===== src/rtl/mem_port_arbiter_if.sv =====
// Bundle of request, grant, completion and main-memory signals around mem_port_arbiter.
// master is the arbiter side; slave is the caches plus the memory model.
interface mem_port_arbiter_if;
  logic         i_req;
  logic [31:0]  i_addr;
  logic         i_gnt;
  logic         i_done;
  logic [255:0] i_line;

  logic         d_req;
  logic         d_we;
  logic [31:0]  d_addr;
  logic [31:0]  d_wdata;
  logic         d_gnt;
  logic         d_done;
  logic [255:0] d_line;

  logic         err;

  logic [31:0]  mem_addr;
  logic [31:0]  mem_wdata;
  logic         mem_ce_n;
  logic         mem_we_n;
  logic         mem_oe_n;
  logic         mem_multiple_read;
  logic [255:0] mem_line;
  logic         mem_read_full;
  logic         mem_hold;

  modport master (
    input  i_req, i_addr, d_req, d_we, d_addr, d_wdata,
           mem_line, mem_read_full, mem_hold,
    output i_gnt, i_done, i_line, d_gnt, d_done, d_line, err,
           mem_addr, mem_wdata, mem_ce_n, mem_we_n, mem_oe_n, mem_multiple_read
  );

  modport slave (
    output i_req, i_addr, d_req, d_we, d_addr, d_wdata,
           mem_line, mem_read_full, mem_hold,
    input  i_gnt, i_done, i_line, d_gnt, d_done, d_line, err,
           mem_addr, mem_wdata, mem_ce_n, mem_we_n, mem_oe_n, mem_multiple_read
  );
endinterface


===== src/rtl/mem_port_arbiter.sv =====
// Round-robin arbiter sharing one main-memory port between I-cache refills and D-cache accesses.
// Every output is registered and reflects the state the FSM is currently in.
module mem_port_arbiter #(
  parameter logic [31:0] START_ADRESS   = 32'h0040_0000,
  parameter int          TIMEOUT_CYCLES = 64
) (
  input  logic               clk,
  input  logic               reset,
  mem_port_arbiter_if.master bus
);

  localparam int CNT_W = $clog2(TIMEOUT_CYCLES + 1);

  typedef enum logic [1:0] {IDLE, ISSUE, WAIT, DONE} state_t;

  state_t             state;
  logic               owner_d;
  logic               last_owner_d;
  logic               we_q;
  logic [CNT_W-1:0]   wait_cnt;

  logic               grant_d;
  logic               sel_we;
  logic [31:0]        sel_addr;
  logic [31:0]        aligned_addr;
  logic               illegal;
  logic               complete;

  // On a tie the requester that did not own the port last time wins.
  always_comb begin
    grant_d      = bus.d_req && (!bus.i_req || !last_owner_d);
    sel_we       = grant_d && bus.d_we;
    sel_addr     = grant_d ? bus.d_addr : bus.i_addr;
    aligned_addr = sel_we ? {sel_addr[31:2], 2'b00} : {sel_addr[31:5], 5'b0};
    illegal      = sel_addr < START_ADRESS;
    complete     = we_q ? !bus.mem_hold : bus.mem_read_full;
  end

  always_ff @(posedge clk) begin
    if (reset) begin
      state                 <= IDLE;
      owner_d               <= 1'b0;
      last_owner_d          <= 1'b1;
      we_q                  <= 1'b0;
      wait_cnt              <= '0;
      bus.i_gnt             <= 1'b0;
      bus.i_done            <= 1'b0;
      bus.i_line            <= '0;
      bus.d_gnt             <= 1'b0;
      bus.d_done            <= 1'b0;
      bus.d_line            <= '0;
      bus.err               <= 1'b0;
      bus.mem_addr          <= '0;
      bus.mem_wdata         <= '0;
      bus.mem_ce_n          <= 1'b1;
      bus.mem_we_n          <= 1'b1;
      bus.mem_oe_n          <= 1'b1;
      bus.mem_multiple_read <= 1'b0;
    end else begin
      case (state)
        IDLE: begin
          if (bus.i_req || bus.d_req) begin
            owner_d   <= grant_d;
            we_q      <= sel_we;
            bus.i_gnt <= !grant_d;
            bus.d_gnt <= grant_d;
            if (illegal) begin
              // Rejected addresses never touch the memory strobes.
              state      <= DONE;
              bus.err    <= 1'b1;
              bus.i_done <= !grant_d;
              bus.d_done <= grant_d;
            end else begin
              state                 <= ISSUE;
              bus.mem_addr          <= aligned_addr;
              bus.mem_wdata         <= grant_d ? bus.d_wdata : 32'h0;
              bus.mem_ce_n          <= 1'b0;
              bus.mem_oe_n          <= sel_we;
              bus.mem_we_n          <= !sel_we;
              bus.mem_multiple_read <= !sel_we;
            end
          end
        end

        ISSUE: begin
          wait_cnt <= '0;
          state    <= WAIT;
        end

        WAIT: begin
          if (complete || wait_cnt == CNT_W'(TIMEOUT_CYCLES - 1)) begin
            if (complete && !we_q) begin
              if (owner_d) bus.d_line <= bus.mem_line;
              else         bus.i_line <= bus.mem_line;
            end
            state                 <= DONE;
            bus.err               <= !complete;
            bus.i_done            <= !owner_d;
            bus.d_done            <= owner_d;
            bus.mem_ce_n          <= 1'b1;
            bus.mem_we_n          <= 1'b1;
            bus.mem_oe_n          <= 1'b1;
            bus.mem_multiple_read <= 1'b0;
          end else begin
            wait_cnt <= wait_cnt + CNT_W'(1);
          end
        end

        DONE: begin
          state        <= IDLE;
          last_owner_d <= owner_d;
          bus.i_gnt    <= 1'b0;
          bus.d_gnt    <= 1'b0;
          bus.i_done   <= 1'b0;
          bus.d_done   <= 1'b0;
          bus.err      <= 1'b0;
        end

        default: state <= IDLE;
      endcase
    end
  end

endmodule


===== src/flat_wrapper.sv =====
// flat-port wrapper written by rule: the top's interface ports become plain ports
module mem_port_arbiter_flat 
#(
  parameter logic [31:0] START_ADRESS   = 32'h0040_0000,
  parameter int          TIMEOUT_CYCLES = 64
)
  (clk, reset, bus_i_req, bus_i_addr, bus_d_req, bus_d_we, bus_d_addr, bus_d_wdata, bus_mem_line, bus_mem_read_full, bus_mem_hold, bus_i_gnt, bus_i_done, bus_i_line, bus_d_gnt, bus_d_done, bus_d_line, bus_err, bus_mem_addr, bus_mem_wdata, bus_mem_ce_n, bus_mem_we_n, bus_mem_oe_n, bus_mem_multiple_read);
  mem_port_arbiter_if bus_i ();
  input  logic clk;
  input  logic reset;
  input wire logic [$bits(bus_i.i_req)-1:0] bus_i_req;
  input wire logic [$bits(bus_i.i_addr)-1:0] bus_i_addr;
  input wire logic [$bits(bus_i.d_req)-1:0] bus_d_req;
  input wire logic [$bits(bus_i.d_we)-1:0] bus_d_we;
  input wire logic [$bits(bus_i.d_addr)-1:0] bus_d_addr;
  input wire logic [$bits(bus_i.d_wdata)-1:0] bus_d_wdata;
  input wire logic [$bits(bus_i.mem_line)-1:0] bus_mem_line;
  input wire logic [$bits(bus_i.mem_read_full)-1:0] bus_mem_read_full;
  input wire logic [$bits(bus_i.mem_hold)-1:0] bus_mem_hold;
  output wire logic [$bits(bus_i.i_gnt)-1:0] bus_i_gnt;
  output wire logic [$bits(bus_i.i_done)-1:0] bus_i_done;
  output wire logic [$bits(bus_i.i_line)-1:0] bus_i_line;
  output wire logic [$bits(bus_i.d_gnt)-1:0] bus_d_gnt;
  output wire logic [$bits(bus_i.d_done)-1:0] bus_d_done;
  output wire logic [$bits(bus_i.d_line)-1:0] bus_d_line;
  output wire logic [$bits(bus_i.err)-1:0] bus_err;
  output wire logic [$bits(bus_i.mem_addr)-1:0] bus_mem_addr;
  output wire logic [$bits(bus_i.mem_wdata)-1:0] bus_mem_wdata;
  output wire logic [$bits(bus_i.mem_ce_n)-1:0] bus_mem_ce_n;
  output wire logic [$bits(bus_i.mem_we_n)-1:0] bus_mem_we_n;
  output wire logic [$bits(bus_i.mem_oe_n)-1:0] bus_mem_oe_n;
  output wire logic [$bits(bus_i.mem_multiple_read)-1:0] bus_mem_multiple_read;
  assign bus_i.i_req = bus_i_req;
  assign bus_i.i_addr = bus_i_addr;
  assign bus_i.d_req = bus_d_req;
  assign bus_i.d_we = bus_d_we;
  assign bus_i.d_addr = bus_d_addr;
  assign bus_i.d_wdata = bus_d_wdata;
  assign bus_i.mem_line = bus_mem_line;
  assign bus_i.mem_read_full = bus_mem_read_full;
  assign bus_i.mem_hold = bus_mem_hold;
  assign bus_i_gnt = bus_i.i_gnt;
  assign bus_i_done = bus_i.i_done;
  assign bus_i_line = bus_i.i_line;
  assign bus_d_gnt = bus_i.d_gnt;
  assign bus_d_done = bus_i.d_done;
  assign bus_d_line = bus_i.d_line;
  assign bus_err = bus_i.err;
  assign bus_mem_addr = bus_i.mem_addr;
  assign bus_mem_wdata = bus_i.mem_wdata;
  assign bus_mem_ce_n = bus_i.mem_ce_n;
  assign bus_mem_we_n = bus_i.mem_we_n;
  assign bus_mem_oe_n = bus_i.mem_oe_n;
  assign bus_mem_multiple_read = bus_i.mem_multiple_read;
  mem_port_arbiter #(.START_ADRESS(START_ADRESS), .TIMEOUT_CYCLES(TIMEOUT_CYCLES)) u_core (.clk(clk), .reset(reset), .bus(bus_i));
endmodule

===== config.mk =====
export PLATFORM = sky130hd
export DESIGN_NAME = mem_port_arbiter_flat
export DESIGN_NICKNAME = d
export VERILOG_FILES = /design/src/rtl/mem_port_arbiter_if.sv /design/src/rtl/mem_port_arbiter.sv /design/src/flat_wrapper.sv
export SDC_FILE = /design/constraint.sdc
export NUM_CORES = 1
export LEC_CHECK = 0
export CORE_AREA = 3 3 362 364
export DETAILED_ROUTE_END_ITERATION = 12
export DIE_AREA = 0 0 365 367
export GPL_TIMING_DRIVEN = 0
export HOLD_SLACK_MARGIN = 0.03
export PLACE_DENSITY = 0.37
export SLEW_MARGIN = 20
export SYNTH_ARGS = -nofsm -noshare
export SYNTH_HDL_FRONTEND = slang
export SYNTH_SLANG_ARGS = --single-unit

===== constraint.sdc =====
create_clock -name clk -period 2.2 [get_ports clk]
set_input_delay 0.44 -clock clk [delete_from_list [all_inputs] [get_ports clk]]
set_output_delay 0.44 -clock clk [all_outputs]
set_load 0.02 [all_outputs]

==> flow_summary.ini, run 1 <==
[placement]
place_congestion = 0.824
dp_hpwl_um = 98600
port_buffers = 933
placed_area_um2 = 32300
placed_cells = 5200

[route]
wirelength_um = 125000
drt-wirelength-per-cell_um = 23.3
drc = 0
ant_nets = 0
firstDrtPassIters = 7
routed_via_density = 4.06
vias = 21728
drt_iter0_drc = 1056

[timing]
worst_pin_slew_ns = 0.884
max_freq_ghz = 0.471
final-setup-viol-count = 0
fin_crit_sh = 0.964
finClkSkew_ns = 0.0253
drv_slew = 0
hold_viol = 0
hold-worst-slack_ns = 0.360
finalCriticalPeriod_ns = 2.12
maxSlewHeadroom = 0.410
fin_setup_tns_ns = 0
rsz0062_at_grt = false

[critical_path]
cp.buffers_inverters = 1
critPathKind = reg -> out
cp.required_ns = 1.76
crit_fanout = 2
crit_family = buffers and inverters
crit_slowest_cell = clkdlybuf4s50_1
endpoint_kind = output port
start_kind = register
crit_chain = clkdlybuf4s50_1
crit_arrival_ns = 1.68
cp_slowest_stage_delay_ns = 0.68

[synth]
yosys-top-cells-area = dfxtp_1 (57%), nand2_1 (19%), a21oi_1 (13%)
async_reset_ff_frac = 0
post_synth.cell_area_avg_um2 = 8.02
ys_warn_count = 0
synth_top_area_frac = 0.570
synth_cell_types = 48
postSynthCellCount = 2604
synth_top_flop_cell = dfxtp_1
netlist_area_um2 = 20900
yosysTopAreaCell = dfxtp_1
synth.yosys.seq_area_share = 0.570
synth-edff-count = 0
synth-seq-cells = 595

[die]
pin_count = 944
die-width_um = 365
design.die.area_um2 = 134000
die_h_um = 367
start_util = 0.164
rows = 131
design.core.area_um2 = 128000

[global_route]
grt_overflow = 0
grt_max_degree = 12
grt_pass1_wl_um = 172000
antenna_found_initial = 19
grt.total_usage = 0.179
grt_pass1_vias = 21865

[clock_tree]
cts_root_buf = clkbuf_16
clkTransAtPathRegs_ns = 0.06
numClockSinks = 595
cts-buffers-inserted = 80
htree_levels = 3
cts_hold_buf = 0
cts_tree = built
clk_path_buf_depth = 3
clock_latency_ns = 0.66

[cells_and_area]
finalNonFillerCells = 5356
nFillCells = 14071
area_delta_synth_final_pct = 67.7
fin_area_um2 = 35000
fin_util = 0.274
layout-drive-gt1-share = 0.0787
layout.nets = 3989

[power]
power.density_cell_area_nw_per_um2 = 780
vdd_drop_max_v = 0.000556
static-leakage-power_uw = 0.0125

[outcome]
outcome = finished, final reports clean

[flow_run]
cap_violations = 0

[min_path]
hp-class = in -> reg
## logic make-up after synthesis
logic type      count (synthesis)  synth area share
compound gates                620             0.163
xor+xnor                        2          0.000839
fa+ha+maj                       5           0.00299
buf+inv                       207            0.0426
flops                         595             0.570
mux                             5           0.00269
other cells                     1          0.000179
simple gates                 1169             0.218
## synth_stat cells (3+ instances only)
| cell | number |
|---|---|
| nand2_1 | 1082 |
| nor3_1 | 5 |
| nor2_1 | 44 |
| buf_6 | 3 |
| a32oi_1 | 3 |
| buf_1 | 6 |
| a221oi_1 | 3 |
| a32o_1 | 4 |
| mux2_2 | 5 |
| a311oi_1 | 21 |
| buf_4 | 7 |
| nand4_1 | 5 |
| nand3_1 | 6 |
| nor4_1 | 3 |
| nand2b_1 | 3 |
| buf_2 | 51 |
| a21oi_1 | 532 |
| inv_1 | 8 |
| ha_1 | 5 |
| nor4_2 | 3 |
| clkbuf_1 | 132 |
| o21ai_0 | 10 |
| nor2b_1 | 6 |
| a22o_1 | 32 |
| dfxtp_1 | 595 |
## report_power, final
| group | total, uW | internal [uW] | switching [uW] |
|---|---|---|---|
| clock | 13000 | 7660 | 5310 |
| combinational | 3140 | 1370 | 1760 |
| sequential | 11200 | 11100 | 163 |
| total | 27300 | 20100 | 7240 |
## cell type report
| type | count | area (um^2) | share of cell area |
|---|---|---|---|
| Sequential cell | 595 | 11900 | 0.340 |
| Timing Repair Buffer | 940 | 9270 | 0.265 |
| Multi-Input combinational cell | 1803 | 8120 | 0.232 |
| Clock buffer | 117 | 2360 | 0.0675 |
| Tap cell | 1662 | 2080 | 0.0594 |
| Buffer | 197 | 1030 | 0.0295 |
| Clock inverter | 24 | 198 | 0.00564 |
| Inverter | 8 | 30.0 | 0.000857 |
| Antenna cell | 10 | 25.0 | 0.000714 |
## stage by stage
step / total power (uW) / setup WS (ns)
5_1_grt: 28500 / 0.000000888
4_1_cts: 27900 / 0.000142
6_report: 27300 / 0.0784
3_3_place_gp: 14700 / -1.53
2_1_floorplan: 12700 / 0.446
3_5_place_dp: 14700 / -1.43
## path summary, 6_finish.rpt
check / startpoint / end / slack, ns / depth (start not counted)
max reg2reg: u_core.state[0] / u_core.bus.d_line[243] / 0.13 / 8
min reg2reg: u_core.bus.d_line[17] / u_core.bus.d_line[17] / 0.45 / 2
min: bus_d_addr[6] / u_core.bus.mem_addr[6] / 0.36 / 3
max: u_core.bus.d_line[53] / bus_d_line[53] / 0.08 / 1
## cells in the final DEF, fill, tap and decap left out, types with 32 or more instances in the layout
master           Yosys  final
a21oi_1            532    532
a22o_1              32     32
buf_2               51     51
clkbuf_1           132     77
clkbuf_16            0     82
clkbuf_2             0     46
clkdlybuf4s50_1      0    807
dfxtp_1            595    595
dlygate4sd2_1        0    116
nand2_1           1082   1081
nor2_1              44     43
## registers in the layout (all words and copies together), names as in the netlist, 2 cells and up
name                  count
u_core.bus.d_line       256
u_core.bus.i_line       256
u_core.bus.mem_wdata     32
u_core.bus.mem_addr      30
u_core.wait_cnt           7
u_core.state              2
## what timing repair did
| action | 4_1_cts | 5_1_grt |
|---|---|---|
| gates resized for setup | 207 | 40 |
| cloned | 0 | 0 |
| pin swaps | 1 | 1 |
| endpoints found under the setup margin | 650 | 375 |
| buffers inserted | 5 | 2 |
## layer usage
metal  vias to the layer above  part of all wire  global-route usage
met5                         -          0.000056                   0
met4                         2             0.021              0.0459
met3                       140             0.094              0.0701
met2                       667              0.49               0.314
met1                     10314              0.39               0.202
li1                      10605                 -                   -
No activity file was read; power rests on OpenSTA's default activity.
==> run 2: changes to the inputs <==
Settings changed: CELL_PAD_IN_SITES_DETAIL_PLACEMENT set to 2, CELL_PAD_IN_SITES_GLOBAL_PLACEMENT set to 2, CTS_CLUSTER_SIZE set to 20, PLACE_DENSITY 0.37 to 0.6.
==> run 2 against run 1 <==
Design area rose by 0.58%. Cell count about the same. Clock skew down 0.0071 ns. Non-clock buffer count down 2. Hold slack got worse by 0.0017 ns. Critical endpoint is now bus_i_line[145]. Largest cell class unchanged. Highest routed layer unchanged.
==> flow_summary.ini, run 2 (synthesis results as in run 1) <==
[outcome]
outcome = finished, final reports clean

[placement]
place_ws_ns = -1.66
port_buffers = 933
dp_hpwl_um = 105000
placed_cells = 5200
place_congestion = 0.840

[die]
design.core.area_um2 = 128000
pin_count = 944
start_util = 0.164
rows = 131
design.die.area_um2 = 134000
die-width_um = 365
die_h_um = 367

[timing]
max_freq_ghz = 0.473
drv_slew = 0
fin_crit_sh = 0.961
worst_pin_slew_ns = 0.975
finalCriticalPeriod_ns = 2.11
layout_setup_ws_ns = 0.0853
rsz0062_at_grt = true
maxSlewHeadroom = 0.350
hold_viol = 0
final-setup-viol-count = 0
finClkSkew_ns = 0.0182
fin_setup_tns_ns = 0

[clock_tree]
htree_levels = 3
clock_latency_ns = 0.66
cts_tree = built
cts-buffers-inserted = 80
clk_path_buf_depth = 3
numClockSinks = 595
clkTransAtPathRegs_ns = 0.06
cts_root_buf = clkbuf_16

[critical_path]
cp.buffers_inverters = 1
critPathKind = reg -> out
cp_slowest_stage_delay_ns = 0.69
crit_chain = clkdlybuf4s50_1
crit_arrival_ns = 1.67
endpoint_kind = output port
crit_family = buffers and inverters
crit_slowest_cell = clkdlybuf4s50_1
rrSetupSlack_ns = 0.10
crit_fanout = 2
cp.required_ns = 1.76
start_kind = register

[cells_and_area]
fin_util = 0.276
reg_top3 = u_core.bus.d_line: 256 flops, u_core.bus.i_line: 256 flops, u_core.bus.mem_wdata: 32 flops
layout_common_cells = nand2_1 (1,081), clkdlybuf4s50_1 (791), dfxtp_1 (595)
register_area_um2 = 11900
area_delta_synth_final_pct = 68.7
nFillCells = 14608
finalNonFillerCells = 5361
layout.nets = 3987
layout-drive-gt1-share = 0.0804
final_common_cell = nand2_1
multi_input_area_um2 = 8140

[power]
power_switching_share = 0.262
seq_power_share = 0.403
power.density_cell_area_nw_per_um2 = 792
combPwrFrac = 0.115
vdd_drop_max_v = 0.000542
p_int_uw = 20600
finalPower_uw = 27900
static-leakage-power_uw = 0.0128
p_switching_uw = 7310
p_clk_frac = 0.482

[route]
ant_nets = 0
wirelength_um = 131000
firstDrtPassIters = 4
routed_via_density = 4.18
drt-wirelength-per-cell_um = 24.4
vias = 22408
drc = 0
drt_iter0_drc = 950

[global_route]
grt_overflow = 0
grt_pass1_wl_um = 182000
grt_pass1_vias = 24001
grt.total_usage = 0.189
antenna_found_initial = 27
grt_max_degree = 12

[flow_run]
cap_violations = 0

[min_path]
hp-class = in -> reg
-- run 2: cell count changes in the layout (fill, tap and decap cells not counted), sizes merged --
cell | previous run | this run
buf | 79 | 84
bufinv | 2 | 4
clkbuf | 242 | 237
clkdlybuf4s15 | 0 | 3
clkdlybuf4s50 | 807 | 791
clkinv | 17 | 18
diode | 10 | 16
dlygate4sd2 | 116 | 115
dlymetal6s2s | 10 | 23
inv | 11 | 8
-- run 2: repair_timing --
action / 4_1_cts / 5_1_grt
cloned: 0 / 0
pin swaps: 1 / 2
hold buffers: 0 / 0
gates resized for setup: 216 / 93
setup endpoints to repair: 645 / 420
buffers inserted: 2 / 3
-- run 2: metrics by stage --
stage | hold WS, ns | area (um^2)
2_1_floorplan | 0.428 | 20900
3_3_place_gp | 0.435 | 32300
3_5_place_dp | 0.442 | 32300
4_1_cts | 0.277 | 35000
5_1_grt | 0.310 | 35200
6_report | 0.358 | 35200
-- run 2: cell type report --
type / instances / share of cell area
multi-input combinational: 1803 / 0.231
sequential: 595 / 0.338
tap: 1662 / 0.0590
clock buffer: 118 / 0.0696
timing repair buffer: 938 / 0.263
buffer: 197 / 0.0303
inverter: 8 / 0.000852
clock inverter: 24 / 0.00671
antenna: 16 / 0.00114
-- run 2: power by group through the flow --
stage	combinational [uW]	clock [uW]	sequential (uW)
after global routing	3450	14400	11300
after floorplan	905	0	11800
after global placement	3240	0	11500
after CTS	3260	14000	11200
final	3210	13500	11200
after detailed placement	3240	0	11500
-- run 2: path summary, 6_finish.rpt --
path | from | to | depth (start not counted)
max | u_core.bus.i_line[145] | bus_i_line[145] | 1
min | bus_d_addr[15] | u_core.bus.mem_addr[15] | 3
max reg2reg | u_core.we_q | u_core.bus.d_line[0] | 6
min reg2reg | u_core.bus.i_line[234] | u_core.bus.i_line[234] | 2
-- run 2: layer usage --
metal / track usage / up-vias / wire length, um
met5: 0 / - / 90
met4: 0.0372 / 14 / 2090
met3: 0.0791 / 135 / 12000
met2: 0.327 / 600 / 64000
met1: 0.218 / 11070 / 52800
li1: - / 10589 / -
